`config.mk`:
```
export PLATFORM = sky130hd
export DESIGN_NAME = uart_tx_ctrl
export DESIGN_NICKNAME = d
export VERILOG_FILES = /design/src/rtl/uart_pkg.sv /design/src/rtl/uart_baud_cnt.sv /design/src/rtl/uart_tx_ctrl.sv
export SDC_FILE = /design/constraint.sdc
export NUM_CORES = 1
export LEC_CHECK = 0
export CAP_MARGIN = 40
export CORE_UTILIZATION = 41
export DETAILED_ROUTE_END_ITERATION = 12
export PLACE_DENSITY = 0.73
export SKIP_LAST_GASP = 1
export SLEW_MARGIN = 20
export SYNTH_ARGS = -nofsm -noshare
export SYNTH_HDL_FRONTEND = slang
export SYNTH_HIERARCHICAL = 1
export SYNTH_SLANG_ARGS = --single-unit
```
`constraint.sdc`:
```
create_clock -name clk -period 1.3 [get_ports clk]
set_input_delay 0.13 -clock clk [delete_from_list [all_inputs] [get_ports clk]]
set_output_delay 0.13 -clock clk [all_outputs]
set_load 0.05 [all_outputs]
```
`src/rtl/uart_pkg.sv`:
```
// Shared UART types and default sizing for the transmit controller.
// The PARITY state exists only when UART_TX_PARITY_EN is defined.
package uart_pkg;

    localparam int DEF_DATA_WIDTH   = 8;
    localparam int DEF_CLKS_PER_BIT = 16;

`ifdef UART_TX_PARITY_EN
    typedef enum logic [2:0] {
        ST_IDLE,
        ST_START,
        ST_DATA,
        ST_PARITY,
        ST_STOP
    } uart_tx_state_t;
`else
    typedef enum logic [2:0] {
        ST_IDLE,
        ST_START,
        ST_DATA,
        ST_STOP
    } uart_tx_state_t;
`endif

endpackage

```
`src/rtl/uart_baud_cnt.sv`:
```
// Baud divider: counts clk cycles within one serial bit and pulses tick on the last one.
// The count also restarts by itself after each tick, so consecutive bits in one state stay aligned.
module uart_baud_cnt #(
    parameter int CLKS_PER_BIT = 16
) (
    input  logic clk,
    input  logic arst,
    input  logic clear,
    output logic tick
);

    localparam int CW = $clog2(CLKS_PER_BIT);

    logic [CW-1:0] count;

    assign tick = (count == CW'(CLKS_PER_BIT - 1));

    always_ff @(posedge clk or posedge arst) begin
        if (arst)
            count <= '0;
        else if (clear || tick)
            count <= '0;
        else
            count <= count + CW'(1);
    end

endmodule

```
`src/rtl/uart_tx_ctrl.sv`:
```
// UART transmit controller driving an external parallel-load shift cell.
// Optional even parity bit enabled by defining UART_TX_PARITY_EN.
module uart_tx_ctrl
    import uart_pkg::*;
#(
    parameter int DATA_WIDTH   = DEF_DATA_WIDTH,
    parameter int CLKS_PER_BIT = DEF_CLKS_PER_BIT
) (
    input  logic                  clk,
    input  logic                  arst,
    input  logic                  tx_valid,
    input  logic [DATA_WIDTH-1:0] tx_data,
    output logic                  tx_ready,
    input  logic                  sr_lsb,
    output logic                  parallel_load_en,
    output logic                  shifting_enable,
    output logic                  tx,
    output logic                  tx_busy
);

    localparam int BW = (DATA_WIDTH > 1) ? $clog2(DATA_WIDTH) : 1;

    uart_tx_state_t state, state_nxt;
    logic [BW-1:0]  bit_cnt, bit_cnt_nxt;
    logic           tick;
    logic           tx_nxt;
    logic           last_bit;

    // Payload travels straight to the shift cell; the controller only sees its LSB.
    logic unused_data;
    assign unused_data = ^tx_data;

`ifdef UART_TX_PARITY_EN
    logic par, par_nxt;
`endif

    assign last_bit = (bit_cnt == BW'(DATA_WIDTH - 1));
    assign tx_ready = (state == ST_IDLE);
    assign tx_busy  = (state != ST_IDLE);

    uart_baud_cnt #(
        .CLKS_PER_BIT(CLKS_PER_BIT)
    ) u_baud (
        .clk  (clk),
        .arst (arst),
        .clear((state_nxt != state) || (state == ST_IDLE)),
        .tick (tick)
    );

    always_ff @(posedge clk or posedge arst) begin
        if (arst) begin
            state   <= ST_IDLE;
            bit_cnt <= '0;
            tx      <= 1'b1;
`ifdef UART_TX_PARITY_EN
            par     <= 1'b0;
`endif
        end else begin
            state   <= state_nxt;
            bit_cnt <= bit_cnt_nxt;
            tx      <= tx_nxt;
`ifdef UART_TX_PARITY_EN
            par     <= par_nxt;
`endif
        end
    end

    // tx is the registered image of the per-state line level, so the line
    // trails the state by one cycle while every bit still spans CLKS_PER_BIT.
    always_comb begin
        state_nxt        = state;
        bit_cnt_nxt      = bit_cnt;
        parallel_load_en = 1'b0;
        shifting_enable  = 1'b0;
        tx_nxt           = 1'b1;
`ifdef UART_TX_PARITY_EN
        par_nxt          = par;
`endif
        case (state)
            ST_IDLE: begin
                if (tx_valid) begin
                    parallel_load_en = 1'b1;
                    state_nxt        = ST_START;
                end
            end
            ST_START: begin
                tx_nxt = 1'b0;
                if (tick) begin
                    state_nxt   = ST_DATA;
                    bit_cnt_nxt = '0;
                end
            end
            ST_DATA: begin
                tx_nxt = sr_lsb;
                if (tick) begin
                    shifting_enable = 1'b1;
                    bit_cnt_nxt     = bit_cnt + BW'(1);
`ifdef UART_TX_PARITY_EN
                    par_nxt         = par ^ sr_lsb;
                    if (last_bit) state_nxt = ST_PARITY;
`else
                    if (last_bit) state_nxt = ST_STOP;
`endif
                end
            end
`ifdef UART_TX_PARITY_EN
            ST_PARITY: begin
                tx_nxt = par;
                if (tick) state_nxt = ST_STOP;
            end
`endif
            ST_STOP: begin
                tx_nxt = 1'b1;
                if (tick) begin
                    state_nxt = ST_IDLE;
`ifdef UART_TX_PARITY_EN
                    par_nxt   = 1'b0;
`endif
                end
            end
            default: state_nxt = ST_IDLE;
        endcase
    end

endmodule

```
; Word level (Yosys, flattened, before mapping)
; Index checks and enable logic that the tools add are counted.
[word_totals]
reg_bits = 11
in_bits = 12
out_inout_bits = 5
elab_cells = 35
[classes]
add_sub_neg = 2
n_eq_ne = 8
n_mux = 15
reduce_logical = 6
[ops]
columns = operator, count
row1 = two-way mux 3 bit, 7
row2 = case mux 3 bit (4 select lines), 1
row3 = equality test 3 x 2 -> 1 bit (second input constant), 2
row4 = case mux 3 bit (2 select lines), 1
row5 = adder 4 x 1 -> 4 bit (second input constant), 1
row6 = equality test 4 bit (second input constant), 1
row7 = two-way mux 1 bit, 4
row8 = two-way mux 4 bit, 1
row9 = inequality test 2 x 1 -> 1 bit (second input constant), 2
row10 = adder 3 x 1 -> 3 bit (second input constant), 1
row11 = equality test 3 x 1 -> 1 bit (second input constant), 1
row12 = equality test 3 bit (second input constant), 1
row13 = logical NOT 3 bit, 1
row14 = inequality test 3 bit, 1
row15 = AND reduction 3 bit, 1
row16 = nonzero test 3 bit, 1
row17 = logical OR 1 bit, 2
row18 = case mux 1 bit (2 select lines), 1
row19 = nonzero test 2 bit, 1

; Logic depth before layout (Yosys ltp)
[logic_depth]
word_depth = 8
ltp_mapped = 5
depth_no_buf = 5

; Cells and area by module
; Netlist, hierarchy kept.
[by_module_without_submodules]
columns = module, instances, cells_each, area_each_um2, seq_area_each_um2
row1 = uart_tx_ctrl, 1, 43, 440.4, 176.4
row2 = uart_baud_cnt, 1, 14, 175.2, 100.1

; Least setup slack after synthesis
; OpenSTA, ideal clock, no wires.
[synth_path]
path_type = register -> output
startpoint = reg state[0]
endpoint = out parallel_load_en
arrival_time_ns = 1.587
required_ns = 1.170
slack_ns = -0.417
path_stages_with_launch = 4
path_buffers = 0
cell_sequence = dfrtp_1 or3_4 inv_2 and2_1
[synth_between]
elab_chain_cells = 2
[synth_rtl]
columns = element, line_no
row1 = "start, declared", uart_tx_ctrl.sv:23  ; uart_tx_state_t state, state_nxt;
row2 = "start signal, assigned", uart_tx_ctrl.sv:59  ; state <= state_nxt;
row3 = logical NOT 3 bit, -
row4 = via tx_ready, uart_tx_ctrl.sv:13  ; output logic tx_ready,
row5 = two-way mux 1 bit, uart_tx_ctrl.sv:79  ; case (state)
row6 = "end, declared", uart_tx_ctrl.sv:15  ; output logic parallel_load_en,
; The timed path passes the listed nets, and every way through them passes these cells.

; Final worst setup path
[layout_path]
startpoint = reg u_baud.count[1]
endpoint = out shifting_enable
[layout_between]
elab_chain_cells = 3
[layout_rtl]
columns = element, line_no
row1 = "start, declared", uart_baud_cnt.sv:14  ; logic [CW-1:0] count;
row2 = "start signal, assigned", uart_baud_cnt.sv:24  ; count <= count + CW'(1);
row3 = equality test 4 bit, uart_baud_cnt.sv:16  ; assign tick = (count == CW'(CLKS_PER_BIT - 1));
row4 = via tick, uart_tx_ctrl.sv:25  ; logic tick;
row5 = two-way mux 1 bit, uart_tx_ctrl.sv:95  ; if (tick) begin
row6 = two-way mux 1 bit, uart_tx_ctrl.sv:79
row7 = "end, declared", uart_tx_ctrl.sv:16  ; output logic shifting_enable,
; The timed path passes the listed nets, and every way through them passes these cells.

==> flow_summary.yaml <==
drt:
  via_per_inst: 5.61
  drt_iter0_drc: 8
  drt-pass1-iter-count: 4
  ant_nets: 0
  vias: 539
  routed_wl_um: 1580
  drc: 0
  post_drt_wl_per_cell_um: 16.4
timing:
  setup_tns_ns: -1.47
  setup_ws_ns: -0.238
  setup_viol: 12
  clock.fmax_ghz: 0.650
  post-route-min-period_ns: 1.54
  rsz0062_at_grt: "yes"
  skew_ns: 0.000935
  maxSlewViolCount: 0
  post-route-period-util_pct: 118
  hold_viol_final: 0
grt:
  grt_pass1_vias: 433
  antenna_found_initial: 0
  grt_max_degree: 13
  grt_use_total_pct: 19.5
  grt-ovfl-total: 0
  grt_pass1_wl_um: 1900
critical_path:
  critPathRequiredTime_ns: 1.17
  cpMaxStageDelayCell: "dfrtp_1"
  cp-end-kind: "output pin"
  start_kind: "flip-flop"
  critPathKind: "reg2out"
  crit_path_max_incr_delay_ns: 0.36
  crit_arrival_ns: 1.41
  crit_family: "simple AND/OR/NAND/NOR gates"
  cp.buffers_inverters: 1
  startpoint: "u_baud/count[1]"
  rr_startpoint: "u_baud/count[1]"
  worstPathCellList: "ha_2, and3_4, nand3b_4, nor2_4, buf_12"
  cp_max_fo: 2
cts:
  clk_pin_slew_worst_paths_ns: 0.07
  cts_htree_levels: 1
  cts_root_buffer: "clkbuf_4"
  cts_hold_buffers: 0
  clock-sinks: 11
  cts_buffers: 3
  cts_tree: "done"
  cts.path.max_buffers: 2
  clkLatencyLatePin_ns: 0.28
yosys:
  ys_warn_count: 6
  synth_cells: 57
  post_synth.cell_area_avg_um2: 10.8
  ys_seq_elements: 11
  syn_nets: 72
  synth_area_um2: 616
  synthArstFlopShare_pct: 100
  synth_edf_count: 0
  synthFlopType: "dfrtp_1"
  ys_seq_area_share_pct: 44.9
  synth_cell_types: 30
placement:
  placed_area_um2: 818
  dp_slack_ns: -0.0741
  dp.final_hpwl_um: 862
  gp_congestion: 0.691
  numPortBuffers: 8
floorplan:
  fp-row-count: 13
  start_util_pct: 45.6
  dieArea_um2: 1660
  die_h_um: 40.8
  ioPinCount: 17
  die_w_um: 40.8
  core_um2: 1350
finish:
  num_antenna_cells: 0
  drive_gt1_share_pct: 59.3
  area_growth_pct: 62.0
  stdcell_area_um2: 997
  fill_cells: 88
  nNetsFinal: 97
flow_run:
  drv_cap: 0
pwr:
  p_per_area_nw_per_um2: 742
  peakVddDrop_mv: 0.563
  power.leakage_uw: 0.000477
hold_path:
  hold_path_class: "in2async"
outcome:
  failed_checks: "setup timing"
  status: "complete, but fails checks"
power by group:
group	internal [µW]	switching, µW	total [µW]
combinational	64.8	75.7	141
sequential	351	4.66	355
clock	119	125	244
state kept, by name, indices dropped and copies added, names as in the netlist:
register      count
bit_cnt           3
state             3
tx                1
u_baud/count      4
per-stage QoR:
step | utilization (%) | power [µW] | cells | hold WS [ns]
detailed placement | 60.6 | 479 | 87 | 0.362
global placement | 60.6 | 478 | 87 | 0.358
floorplan | - | 430 | 57 | -0.104
finish | 73.9 | 740 | 96 | 0.0611
global route | 73.9 | 775 | 96 | 0.0969
CTS | 67.5 | 732 | 96 | 0.0645
synth_stat cells, types with 2 or more instances:
library cell / count / area, µm²
a31oi_1: 3 / 18.8
buf_6: 2 / 22.5
nor2_1: 5 / 18.8
nand2_1: 4 / 15.0
inv_1: 3 / 11.3
nor3b_1: 2 / 15.0
o2bb2ai_1: 2 / 17.5
ha_1: 3 / 37.5
xnor2_1: 2 / 17.5
dfrtp_1: 10 / 250
a21oi_1: 2 / 10.0
final timing paths:
path / to / cells past startpoint / slack, ns
setup / recovery: shifting_enable / 5 / -0.24
min in group clk: bit_cnt[2] / 1 / 0.53
setup reg to reg: bit_cnt[0] / 6 / -0.20
hold reg to reg: bit_cnt[2] / 1 / 0.53
hold / removal: u_baud/count[0] / 2 / 0.06
max in group asynchronous: tx / 2 / 0.92
final cells by class:
cell class | count | area (µm²) | area share, %
inverters | 4 | 20.0 | 2.01
well taps | 15 | 18.8 | 1.88
clock buffers | 4 | 26.3 | 2.63
multi-input cells | 40 | 414 | 41.5
repair buffers | 22 | 241 | 24.2
flip-flops and latches | 11 | 277 | 27.7
cells by family (layout without fill, tap and decap cells):
logic type,count (synthesis),after routing,share of synthesized area [%]
other,1,1,0.609
DFF,11,11,44.9
xor gates and xnor gates,2,2,2.85
buffers and inverters,6,30,6.10
AOI/OAI and AO/OA,12,12,14.8
muxes,1,1,1.83
and+or+nand+nor,21,21,22.8
adders and majority gates,3,3,6.10
cells in the final DEF (no fill, tap or decap), types with 2 or more instances in the layout:
cell type / instances
a21oi_1: 2
nor2_4: 2
clkbuf_4: 3
and2b_2: 2
nor2_1: 3
buf_12: 4
buf_6: 3
inv_1: 3
clkdlybuf4s50_1: 3
dfrtp_1: 10
nand2_4: 2
ha_2: 3
a31oi_1: 3
o2bb2ai_1: 2
buf_4: 11
what timing repair did:
action | 4_1_cts | 5_1_grt
pin swaps | 8 | 12
resized for setup | 10 | 17
cloned | 0 | 0
endpoints found under the setup margin | 10 | 13
setup buffers | 5 | 2
metal layers:
layer  wire, µm  part of all wire (%)  vias up  global-route usage [%]
met5          0                     0        -                       0
met3         56                   3.6        2                    4.89
met2        842                    53       15                    31.3
met4         17                   1.1        0                    12.5
met1        660                    42      274                    22.8
li1           -                     -      248                       -
(Power assumes the default switching activity.)
